## config.mk

```make
export PLATFORM = sky130hd
export DESIGN_NAME = flit_splitter_var
export DESIGN_NICKNAME = d
export VERILOG_FILES = /design/src/rtl/flit_splitter_var.sv
export SDC_FILE = /design/constraint.sdc
export NUM_CORES = 1
export LEC_CHECK = 0
export BUFFER_PORTS_ARGS = -buffer_cell sky130_fd_sc_hd__buf_2
export CORE_AREA = 2 2 151 153
export CTS_BUF_LIST = sky130_fd_sc_hd__clkbuf_4 sky130_fd_sc_hd__clkbuf_8
export DETAILED_ROUTE_END_ITERATION = 8
export DIE_AREA = 0 0 153 155
export GPL_TIMING_DRIVEN = 0
export HOLD_SLACK_MARGIN = 0.08
export PLACE_DENSITY = 0.66
export SYNTH_ARGS = -nofsm -noshare
export SYNTH_HDL_FRONTEND = slang
export SYNTH_SLANG_ARGS = --single-unit
```

## constraint.sdc

```tcl
create_clock -name clk -period 7.1 [get_ports clk]
set_clock_uncertainty 0.1 [all_clocks]
set_input_delay 0.71 -clock clk [delete_from_list [all_inputs] [get_ports clk]]
set_output_delay 0.71 -clock clk [all_outputs]
set_load 0.05 [all_outputs]
```

## src/rtl/flit_splitter_var.sv

```systemverilog
// flit_splitter_var: queues whole packets in a small FIFO and serializes
// each one into header/body/tail flits for a NoC router port. Packet length
// is per-packet (clamped to the flit capacity), the packet ID comes either
// from the input or from an internal counter, and consecutive packets
// stream without an idle cycle between a TAIL and the next HEAD.
//
// Handshakes: an input packet transfers on a rising edge where
// ce && valid_in && splitter_ready; an output flit transfers on a rising
// edge where ce && valid_out && network_ready. A presented flit stays
// bit-stable until it transfers, and splitter_ready never depends on
// same-cycle activity on the output side.
module flit_splitter_var #(
  parameter int NODE_ID         = 0,
  parameter int NODE_COUNT      = 16,
  parameter int PACKET_WIDTH    = 64,
  parameter int FLIT_DATA_WIDTH = 16,
  parameter int QUEUE_DEPTH     = 2,
  parameter int PACKET_ID_WIDTH = 5,
  parameter int AUTO_ID         = 0,
  localparam int NW        = $clog2(NODE_COUNT),
  localparam int MAX_FLITS = PACKET_WIDTH / FLIT_DATA_WIDTH,
  localparam int LW        = $clog2(MAX_FLITS + 1),
  localparam int FW        = 1 + 2 * NW + FLIT_DATA_WIDTH + 3 + PACKET_ID_WIDTH + 2
) (
  input  logic                       clk,
  input  logic                       rst,
  input  logic                       ce,
  input  logic [PACKET_WIDTH-1:0]    packet_in,
  input  logic [2:0]                 instr_in,
  input  logic [NW-1:0]              node_dest,
  input  logic [LW-1:0]              packet_len,
  input  logic [PACKET_ID_WIDTH-1:0] packet_id,
  input  logic                       valid_in,
  output logic                       splitter_ready,
  output logic [PACKET_ID_WIDTH-1:0] assigned_id,
  input  logic                       network_ready,
  output logic [FW-1:0]              output_data,
  output logic                       valid_out,
  output logic [0:0]                 stateDbg
);

  localparam int PW = (QUEUE_DEPTH > 1) ? $clog2(QUEUE_DEPTH) : 1;
  localparam int CW = $clog2(QUEUE_DEPTH + 1);

  localparam logic [0:0] IDLE = 1'b0;
  localparam logic [0:0] SEND = 1'b1;

  // Packet FIFO storage, one array per field.
  logic [PACKET_WIDTH-1:0]    qPayload [QUEUE_DEPTH];
  logic [2:0]                 qInstr   [QUEUE_DEPTH];
  logic [NW-1:0]              qDest    [QUEUE_DEPTH];
  logic [LW-1:0]              qLen     [QUEUE_DEPTH];
  logic [PACKET_ID_WIDTH-1:0] qId      [QUEUE_DEPTH];
  logic [PW-1:0]              wrPtr;
  logic [PW-1:0]              rdPtr;
  logic [CW-1:0]              count;
  logic                       full;
  logic                       empty;
  logic                       push;
  logic                       pop;

  // Serializer registers for the packet currently on the wire.
  logic [0:0]                 state;
  logic [LW-1:0]              flitIdx;
  logic [LW-1:0]              curLen;
  logic [PACKET_WIDTH-1:0]    shiftReg;
  logic [2:0]                 curInstr;
  logic [NW-1:0]              curDest;
  logic [PACKET_ID_WIDTH-1:0] curId;

  logic [PACKET_ID_WIDTH-1:0] idCtr;
  logic [LW-1:0]              lenClamped;
  logic                       lastFlit;
  logic                       flitTaken;
  logic [1:0]                 flitType;

  function automatic logic [PW-1:0] nextPtr(input logic [PW-1:0] p);
    return (p == PW'(QUEUE_DEPTH - 1)) ? '0 : p + PW'(1);
  endfunction

  // A length of zero, or one beyond capacity, means a full-size packet.
  always_comb begin
    lenClamped = packet_len;
    if (packet_len == '0 || packet_len > LW'(MAX_FLITS)) lenClamped = LW'(MAX_FLITS);
  end

  assign full           = (count == CW'(QUEUE_DEPTH));
  assign empty          = (count == '0);
  assign splitter_ready = !full;
  assign assigned_id    = (AUTO_ID != 0) ? idCtr : packet_id;
  assign push           = ce && valid_in && !full;
  assign lastFlit       = (flitIdx == curLen - LW'(1));
  assign flitTaken      = ce && (state == SEND) && network_ready;
  // Pop when idle, or exactly when the tail leaves so the next head follows
  // on the very next cycle.
  assign pop            = ce && !empty && ((state == IDLE) || (flitTaken && lastFlit));

  // Capture accepted packet fields into the FIFO slot at the write pointer.
  always_ff @(posedge clk) begin
    if (!rst && push) begin
      qPayload[wrPtr] <= packet_in;
      qInstr[wrPtr]   <= instr_in;
      qDest[wrPtr]    <= node_dest;
      qLen[wrPtr]     <= lenClamped;
      qId[wrPtr]      <= assigned_id;
    end
  end

  // FIFO pointers and occupancy; simultaneous push and pop keep the count.
  always_ff @(posedge clk) begin
    if (rst) begin
      wrPtr <= '0;
      rdPtr <= '0;
      count <= '0;
    end else begin
      if (push) wrPtr <= nextPtr(wrPtr);
      if (pop)  rdPtr <= nextPtr(rdPtr);
      if (push && !pop)      count <= count + CW'(1);
      else if (pop && !push) count <= count - CW'(1);
    end
  end

  // Packet ID counter, advancing once per accepted packet and wrapping.
  always_ff @(posedge clk) begin
    if (rst)       idCtr <= '0;
    else if (push) idCtr <= idCtr + PACKET_ID_WIDTH'(1);
  end

  // Serializer FSM: load on pop, shift out one chunk per accepted flit.
  always_ff @(posedge clk) begin
    if (rst) begin
      state    <= IDLE;
      flitIdx  <= '0;
      curLen   <= '0;
      shiftReg <= '0;
      curInstr <= '0;
      curDest  <= '0;
      curId    <= '0;
    end else if (pop) begin
      state    <= SEND;
      flitIdx  <= '0;
      curLen   <= qLen[rdPtr];
      shiftReg <= qPayload[rdPtr];
      curInstr <= qInstr[rdPtr];
      curDest  <= qDest[rdPtr];
      curId    <= qId[rdPtr];
    end else if (flitTaken) begin
      if (lastFlit) begin
        state   <= IDLE;
        flitIdx <= '0;
      end else begin
        flitIdx  <= flitIdx + LW'(1);
        shiftReg <= shiftReg >> FLIT_DATA_WIDTH;
      end
    end
  end

  // Flit type from position within the packet.
  always_comb begin
    flitType = 2'b10;
    if (curLen == LW'(1))   flitType = 2'b00;
    else if (flitIdx == '0) flitType = 2'b01;
    else if (lastFlit)      flitType = 2'b11;
  end

  // Flit assembly; the bus is all zeros whenever nothing is being sent.
  always_comb begin
    output_data = '0;
    if (state == SEND)
      output_data = {1'b1, curDest, NW'(NODE_ID), shiftReg[FLIT_DATA_WIDTH-1:0],
                     curInstr, curId, flitType};
  end

  assign valid_out = output_data[FW-1];
  assign stateDbg  = state;

endmodule

```

* Word level (Yosys, flattened, before mapping)
Memory sizes are Yosys's and may differ from the RTL's. A register that Yosys moved wholly into a read port is not among the register bits. Cells that the tools add are included.
Operators by class: add/subtract/negate cells 6, multipliers 0, divide/modulo/power cells 0, magnitude comparators 1, equal/unequal tests 4, shift-type cells 0, muxes and demuxes 20, bitwise gates (word level) 1, reduce and logical (&&, ||, !) cells 26
Operators with widths (count):
- $mux W64 | 3
- $mux W35 | 1
- $logic_and A1 B1 Y1 | 10
- $mux W1 | 10
- $mux W2 | 4
- $logic_not A3 Y1 | 2
- $mux W3 | 2
- $reduce_bool A2 Y1 | 3
- $logic_not A1 Y1 | 5
- $reduce_and A2 Y1 | 2
- $add A3 B1 Y3 const B | 1
- $eq A3 B1 Y1 const B | 1
- $eq A3 B3 Y1 | 1
- $gt A3 B3 Y1 const B | 1
- $sub A3 B1 Y3 const B | 1
- $add A1 B1 Y1 const B | 2
- $add A2 B1 Y2 const B | 1
- $eq A2 B2 Y1 const B | 1
- $logic_not A2 Y1 | 1
- $logic_or A1 B1 Y1 | 2
- $ne A2 B2 Y1 const B | 1
- $reduce_or A2 Y1 | 1
- $sub A2 B1 Y2 const B | 1
- $not A1 Y1 | 1
Storage, ports and cells: register bits after elaboration 72, latch bits 0, RAM bits 158, bits in read-only memories 0, output and inout port bits 43, word-level logic and storage cells 69, memories 5
Memory list:
- qPayload | depth 2, width 64, read ports 1, clocked after Yosys merged registers in 1, wr ports 1, RTL line 49 | logic [PACKET_WIDTH-1:0] qPayload [QUEUE_DEPTH];
- qId | depth 2, width 5, read ports 1, clocked after Yosys merged registers in 1, wr ports 1, RTL line 53 | logic [PACKET_ID_WIDTH-1:0] qId [QUEUE_DEPTH];
- qDest | depth 2, width 4, read ports 1, clocked after Yosys merged registers in 1, wr ports 1, RTL line 51 | logic [NW-1:0] qDest [QUEUE_DEPTH];
- qInstr | depth 2, width 3, read ports 1, clocked after Yosys merged registers in 1, wr ports 1, RTL line 50 | logic [2:0] qInstr [QUEUE_DEPTH];
- qLen | depth 2, width 3, read ports 1, clocked after Yosys merged registers in 1, wr ports 1, RTL line 52 | logic [LW-1:0] qLen [QUEUE_DEPTH];

* Longest topological paths before layout
Gate-level depths: netlist (run 1).
depth after elaboration 8, mapped depth 11, gate-level depth less buffers 10

* Worst setup path before layout (run 1)
No wires, ideal clock.
kind input to register, from in rst, to mem qDest[1][0] (netlist bit), enable pin, library setup time 630 ps, data arrival time 6909 ps, required time 6370 ps, setup slack -539 ps, cell stages on the path 3, path buffers 2, path through clkbuf_1 > buf_1 > nor3b_1
On the way: cells in the longest elaborated chain, start to end 4
Ends and longest elaborated chain:
- from (decl) | RTL line 26 | input logic rst,
- $logic_not A1 Y1 | RTL line 100 | if (!rst && push) begin
- $logic_and A1 B1 Y1 | RTL line 100
- $mux W1 | RTL line 100
- $mux W1 (not written as such) | RTL line 103 | qDest[wrPtr] <= node_dest;
- to (decl) | RTL line 51
Every way passes these cells.

* Final worst setup path (run 1)
from reg curLen[0] (read register of qLen), to reg count[1]
On the way: cells in the longest elaborated chain, start to end 8, elaborated cells on any way between the ends 10, classes of those cells add/sub: 1; eq/ne: 1; mux: 1; reduce/logical: 7
Ends and longest elaborated chain:
- from (decl) | RTL line 65 | logic [LW-1:0] curLen;
- $sub A3 B1 Y3 * | RTL line 92 | assign lastFlit = (flitIdx == curLen - LW'(1));
- $eq A3 B3 Y1 * | RTL line 92
- $logic_and A1 B1 Y1 * | RTL line 96 | assign pop = ce && !empty && ((state == IDLE) || (flitTaken && lastFlit));
- $logic_or A1 B1 Y1 * | RTL line 96
- $logic_and A1 B1 Y1 * | RTL line 96
- $logic_not A1 Y1 | RTL line 118 | if (push && !pop) count <= count + CW'(1);
- $logic_and A1 B1 Y1 | RTL line 118
- $mux W2 or $reduce_bool A2 Y1 (tied branches)
- to (signal assigned) | RTL line 118
- to (signal assigned) | RTL line 119 | else if (pop && !push) count <= count - CW'(1);
- to (decl) | RTL line 56 | logic [CW-1:0] count;
Every way passes the cells marked *; elsewhere a longest branch is shown, timed or not. A chain may end at the register's enable or synchronous reset.

==> impl_metrics.tcl, run 1 <==
set metrics [dict create \
    die_area_mm2 0.0237 \
    finalPower_mw 3.99 \
    cts_hold_buf 0 \
    pre_cts_slack_ns 3.71 \
    overflow 0 \
    crit_slowest_cell "nor2_2" \
    status "completed" \
    ctsRootBufferMaster "clkbuf_8" \
    avgSynthCellArea_um2 13.1 \
    wl_um 20800 \
    fin_crit_sh_pct 46.6 \
    initial_utilization_pct 43.7 \
    cp_common_cell "ha_1" \
    num_vias 6323 \
    drcViolationCount 0 \
    grt_max_degree 21 \
    synth_area_mm2 0.00972 \
    setup_viol 0 \
    utilization_pct 52.8 \
    setup_tns_ns 0 \
    clk_pin_slew_worst_paths_ns 0.06 \
    numCtsBuffers 40 \
    htreeDepth 2 \
    seq_area_frac_synth_pct 66.9 \
    end_kind "flip-flop" \
    syn_inst 743 \
    hold_class "input port to flip-flop" \
    row_count 55 \
    drt-initial-drc-count 375 \
    p_leak_nw 4.18 \
    fin_cells 1235 \
    firstDrtPassIters 5 \
    holdWs_ns 0.261 \
    hold_viol_final 0 \
    drive_gt1_share_pct 28.9 \
    final.setup.worst_slack_ns 3.79 \
    vias_per_cell 5.12 \
    numClockSinks 246 \
    cp_max_fo 10 \
    hpwl_um 14900 \
    antenna_found_initial 0 \
    irDropWorstVdd_mv 0.215 \
    fp.dieH_um 155 \
    crit_family "simple AND/OR/NAND/NOR gates" \
    wl_per_cell_um 16.9 \
    fin_nets 1010 \
    yosysUniqueCellTypes 40 \
    post_cts_buffers 0 \
    cp_cell_sequence "inv_1, ha_1, xor2_1, a41oi_1, nor2_2, inv_2, clkbuf_1, ha_1, or3_1, a21oi_1" \
    maxCapViolCount 0 \
    die_w_um 153 \
    clock_latency_ns 0.53 \
    antenna_left 0 \
    clockBufferDepth 3 \
    dp.cells 1163 \
    core-area_mm2 0.0222 \
    fin_area_mm2 0.0117 \
    first_global_vias 6087 \
    place_area_mm2 0.0109 \
    grt_pass1_wl_um 31900 \
    crit_required_ns 7.46 \
    fmax_mhz 302 \
    globalplace.congestion 0.802 \
    tightest_slew_ns 0.849 \
    critPathMaxStageDelay_ns 0.47 \
    rsz0062_at_grt "no" \
    powerDensity_mw_per_mm2 340 \
    drv_slew 0 \
    critical_path_class "flip-flop to flip-flop" \
    cp-start-kind "flip-flop" \
    arrival_ns 3.67 \
    grt_usage_pct 17.2 \
    finalCriticalPeriod_ns 3.31 \
    placement.io_buffers 122 \
    max_slew_margin_pct 43.2 \
    path_buf_inv 3 \
    yosys_warnings 0 \
    antenna_cells 0 \
    pin_count 127 \
    cts_tree "built" \
    cts_resized 0 \
    ys_ff_latch 246 \
    syn_to_final_growth_pct 20.6 \
]
-- logic make-up (layout without fill, tap and decap cells) --
logic type	after synthesis	in the layout	share of synthesized area, %
AOI/OAI and AO/OA	162	162	11.9
xor gates and xnor gates	10	10	1.20
adders and majority gates	6	6	0.772
buffers and inverters	91	295	4.18
DFF	246	246	66.9
muxes	79	79	8.13
other	1	4	0.0386
and+or+nand+nor	148	148	6.85
-- sequential cells by signal, summed over array words and instances, names as in the netlist, named ones only --
name,count
wrPtr,1
curLen,3
qPayload,128
stateDbg,1
qInstr,6
qId,10
shiftReg,64
curDest,4
flitIdx,3
qDest,8
qLen,6
curInstr,3
curId,5
count,2
rdPtr,1
-- worst reg2reg max path: stages (launching register included) --
cell	delay, ns
dfxtp_1	0.44
inv_1	0.07
ha_1	0.33
xor2_1	0.32
a41oi_1	0.27
nor2_2	0.47
inv_2	0.11
clkbuf_1	0.25
ha_1	0.37
or3_1	0.37
a21oi_1	0.13
-- placed cells by master, fill, tap and decap left out, types with 15 or more instances in the layout --
cell type and count:
dfxtp_1 88, edfxtp_1 158, a31oi_1 50, buf_2 135
clkbuf_8 45, inv_1 25, and2_1 28, clkbuf_1 32
o22ai_1 17, a21oi_1 21, clkbuf_4 15, mux2i_1 79
nand2_1 97, a211oi_1 15, a31o_2 48
-- layer usage --
metal	track usage [%]	wire [um]
met1	23.3	9490
met2	28.3	9990
met3	3.06	1050
met4	5.47	279
met5	0	0
-- cell type report --
type                    instances  area (um2)
inverters                      26        97.6
fillers                      1910       10500
flip-flops and latches        246        6510
repair buffers                132         811
plain buffers                  65         309
multi-input cells             409        2850
well taps                     285         357
clock inverters                12        72.6
clock buffers                  60         732
-- synthesized netlist by cell type (all sizes together) --
library cell	instances	area (um2)
nand2b	2	12.5
xor3	1	23.8
a211oi	15	113
dfxtp	88	1760
inv	26	97.6
nand3	3	15.0
buf	33	189
xnor2	2	17.5
o311a	1	10.0
a31o	48	420
o41ai	1	27.5
o22ai	17	106
clkbuf	32	120
o21ai	4	20.0
xor2	6	52.6
xnor3	1	22.5
mux2i	79	791
or2	1	6.26
edfxtp	158	4740
ha	6	75.1
nor3b	1	7.51
a22oi	1	7.51
nor2b	3	18.8
a2111oi	1	8.76
and3	1	6.26
nor3	4	20.0
conb	1	3.75
a31oi	50	313
or3	3	18.8
nand2	97	364
o21a	1	7.51
a21oi	21	105
o31ai	1	12.5
and2	28	175
nor2	5	21.3
a41oi	1	8.76
-- where the power goes --
| part | switching (mW) | total [mW] | internal, mW |
|---|---|---|---|
| logic | 0.593 | 0.946 | 0.353 |
| clock network | 0.524 | 1.22 | 0.692 |
| registers | 0.104 | 1.83 | 1.72 |
-- path summary, 6_finish.rpt --
| path | startpoint | to | slack, ns | depth (start not counted) |
|---|---|---|---|---|
| worst max-delay path | curLen[0] | count[1] | 3.79 | 10 |
| worst min-delay path | packet_in[26] | qPayload[0][26] | 0.26 | 1 |
| worst max register to register | curLen[0] | count[1] | 3.79 | 10 |
| worst min register to register | shiftReg[12] | shiftReg[12] | 0.36 | 2 |
Note: power is estimated with default switching activity, not from simulation.
==> run 2, diff against run 1 <==
Settings changed: ABC_AREA from default to 1, CORE_AREA 2 2 151 153 to 2 2 153 155, DIE_AREA 0 0 153 155 to 0 0 155 157.
Clock period 7.1 ns to 2.8 ns, I/O delays scaled along.
==> run 2 against run 1 <==
Final cell count is 24% higher; clock-buffer cell count is 4 lower; non-clock buffer count is 84 higher.
==> impl_metrics.tcl, run 2 <==
set metrics [dict create \
    setup_tns_ns 0 \
    grt_max_degree 31 \
    vias_per_cell 4.83 \
    ctsRootBufferMaster "clkbuf_8" \
    numClockSinks 246 \
    final_common_cell "nand2_1" \
    hold_viol_final 0 \
    yosys_warnings 0 \
    synth_area_leaders "edfxtp_1, dfxtp_1, nand2_1, mux2i_1, nand3_1" \
    wl_um 22400 \
    syn_to_final_growth_pct 28.0 \
    clk_pin_slew_worst_paths_ns 0.06 \
    rsz0062_at_grt "no" \
    r2r_setup_slack_ns 0.25 \
    finalPower_mw 10.4 \
    antenna_left 0 \
    setup_viol 0 \
    synth_edf_count 158 \
    syn_inst 963 \
    crit_required_ns 2.42 \
    numCtsBuffers 40 \
    synth_most_common_cell "nand2_1" \
    yosysUniqueCellTypes 24 \
    async_reset_ff_share_pct 0 \
    critical_path_class "flip-flop to output port" \
    status "completed" \
    clockBufferDepth 3 \
    num_vias 7393 \
    top_regs "qPayload: 128 flops, shiftReg: 64 flops, qId: 10 flops" \
    hold_class "input port to flip-flop" \
    cp_max_fo 10 \
    seq_area_frac_synth_pct 64.8 \
    largest_reg_flops 128 \
    die_w_um 155 \
    avgSynthCellArea_um2 10.4 \
    wl_per_cell_um 14.6 \
    core-area_mm2 0.0225 \
    clock_latency_ns 0.53 \
    max_slew_margin_pct 54.5 \
    maxCapViolCount 0 \
    drv_slew 0 \
    netlist_top_cells_count "nand2_1, edfxtp_1, nand3_1, dfxtp_1, a21oi_1" \
    drt-initial-drc-count 378 \
    drcViolationCount 0 \
    grt_pass1_wl_um 35900 \
    irDropWorstVdd_mv 0.392 \
    ys.flop_type "edfxtp_1" \
    htreeDepth 2 \
    cts_tree "built" \
    yosysTopAreaCell "edfxtp_1" \
    grt_usage_pct 18.6 \
    fmax_mhz 392 \
    drive_gt1_share_pct 19.6 \
    end_kind "output port" \
    globalplace.congestion 0.835 \
    fin_nets 1308 \
    arrival_ns 2.17 \
    overflow 0 \
    finalCriticalPeriod_ns 2.55 \
    antenna_found_initial 1 \
    largest-register "qPayload" \
    row_count 55 \
    synth_top_area_share_pct 47.2 \
    fill_cells 1923 \
    fin_crit_sh_pct 91.1 \
    p_leak_nw 5.34 \
    hpwl_um 15400 \
    ys_ff_latch 246 \
    cp-start-kind "flip-flop" \
    tightest_slew_ns 0.680 \
    synth_area_mm2 0.0100 \
    firstDrtPassIters 4 \
    holdWs_ns 0.115 \
    first_global_vias 7397 \
    placement.io_buffers 121 \
    pin_count 127 \
    powerDensity_mw_per_mm2 810 \
    die_area_mm2 0.0243 \
    initial_utilization_pct 44.6 \
    final_cell_mix "nand2_1, edfxtp_1, buf_2, nand3_1, dfxtp_1" \
    antenna_cells 0 \
    fp.dieH_um 157 \
]
[run 2: cell count changes after synthesis, sizes merged, moves of 7 or more]
| cell | change |
|---|---|
| a211oi | -15 |
| o22ai | -17 |
| nand2 | +197 |
| clkbuf | -7 |
| and2 | -28 |
| buf | +13 |
| a31oi | -50 |
| nand3 | +113 |
| a21oi | +66 |
| mux2i | -16 |
| a31o | -48 |
| inv | +35 |
[run 2: metrics by stage]
stage	std cells	utilization, %	worst slack [ns]	instance area, um2
detailed placement	1380	50.0	0.0555	11300
floorplan	966	-	-0.282	10100
CTS	1532	57.1	0.00280	12900
global route	1532	57.2	0.0236	12900
global placement	1372	49.2	-1.60	11100
finish	1532	57.2	0.249	12900
[run 2: layout make-up]
type / instances / area [um2] / share of cell area [%]
Tap cell: 285 / 357 / 2.77
Clock inverter: 15 / 87.6 / 0.681
Sequential cell: 246 / 6510 / 50.6
Clock buffer: 56 / 702 / 5.46
Multi-Input combinational cell: 587 / 2980 / 23.2
Inverter: 62 / 233 / 1.81
Timing Repair Buffer: 211 / 1610 / 12.5
Buffer: 70 / 380 / 2.96
[run 2: kinds of logic (layout without fill, tap and decap cells)]
group	Yosys count	count (layout)	share of synthesized area, %
other cells	1	4	0.0373
simple gates	421	421	17.3
compound gates	91	91	4.57
flops	246	246	64.8
mux	63	63	6.28
fa+ha+maj	6	6	0.747
xor+xnor	2	2	0.174
buf+inv	133	414	6.13
[run 2: timing repair]
item                                    CTS  global route
hold buffers                             81             0
endpoints found under the setup margin    0            11
resized for setup                         0             2
buffers inserted                          0             1
hold endpoints to repair                158             0
[run 2: path summary, 6_finish.rpt]
check             cells past startpoint               to           from
setup / recovery                      5  output_data[20]       stateDbg
hold reg to reg                       2     shiftReg[58]   shiftReg[58]
setup reg to reg                     15         count[1]      curLen[0]
hold / removal                        4       flitIdx[1]  network_ready
[run 2: worst max-delay path, stage by stage, from the launching register on]
cell	delay [ns]
dfxtp_1	0.51
clkbuf_2	0.35
buf_1	0.37
nand2_1	0.09
inv_1	0.07
buf_2	0.25
[run 2: power by group]
part           switching [mW]  total, mW  internal, mW  leakage (nW)
Sequential              0.254       4.61          4.36          2.15
Combinational            1.77       2.78          1.00          2.76
Clock                    1.32       3.03          1.70         0.420
[run 2: layer usage]
metal	part of all wire (%)	wire (um)	vias up	track usage [%]
met1	44	9900	3411	23.5
li1	-	-	3749	-
met3	4.9	1090	46	3.28
met5	0.054	12	-	0
met2	48	10800	185	32.0
met4	2.6	588	2	7.41
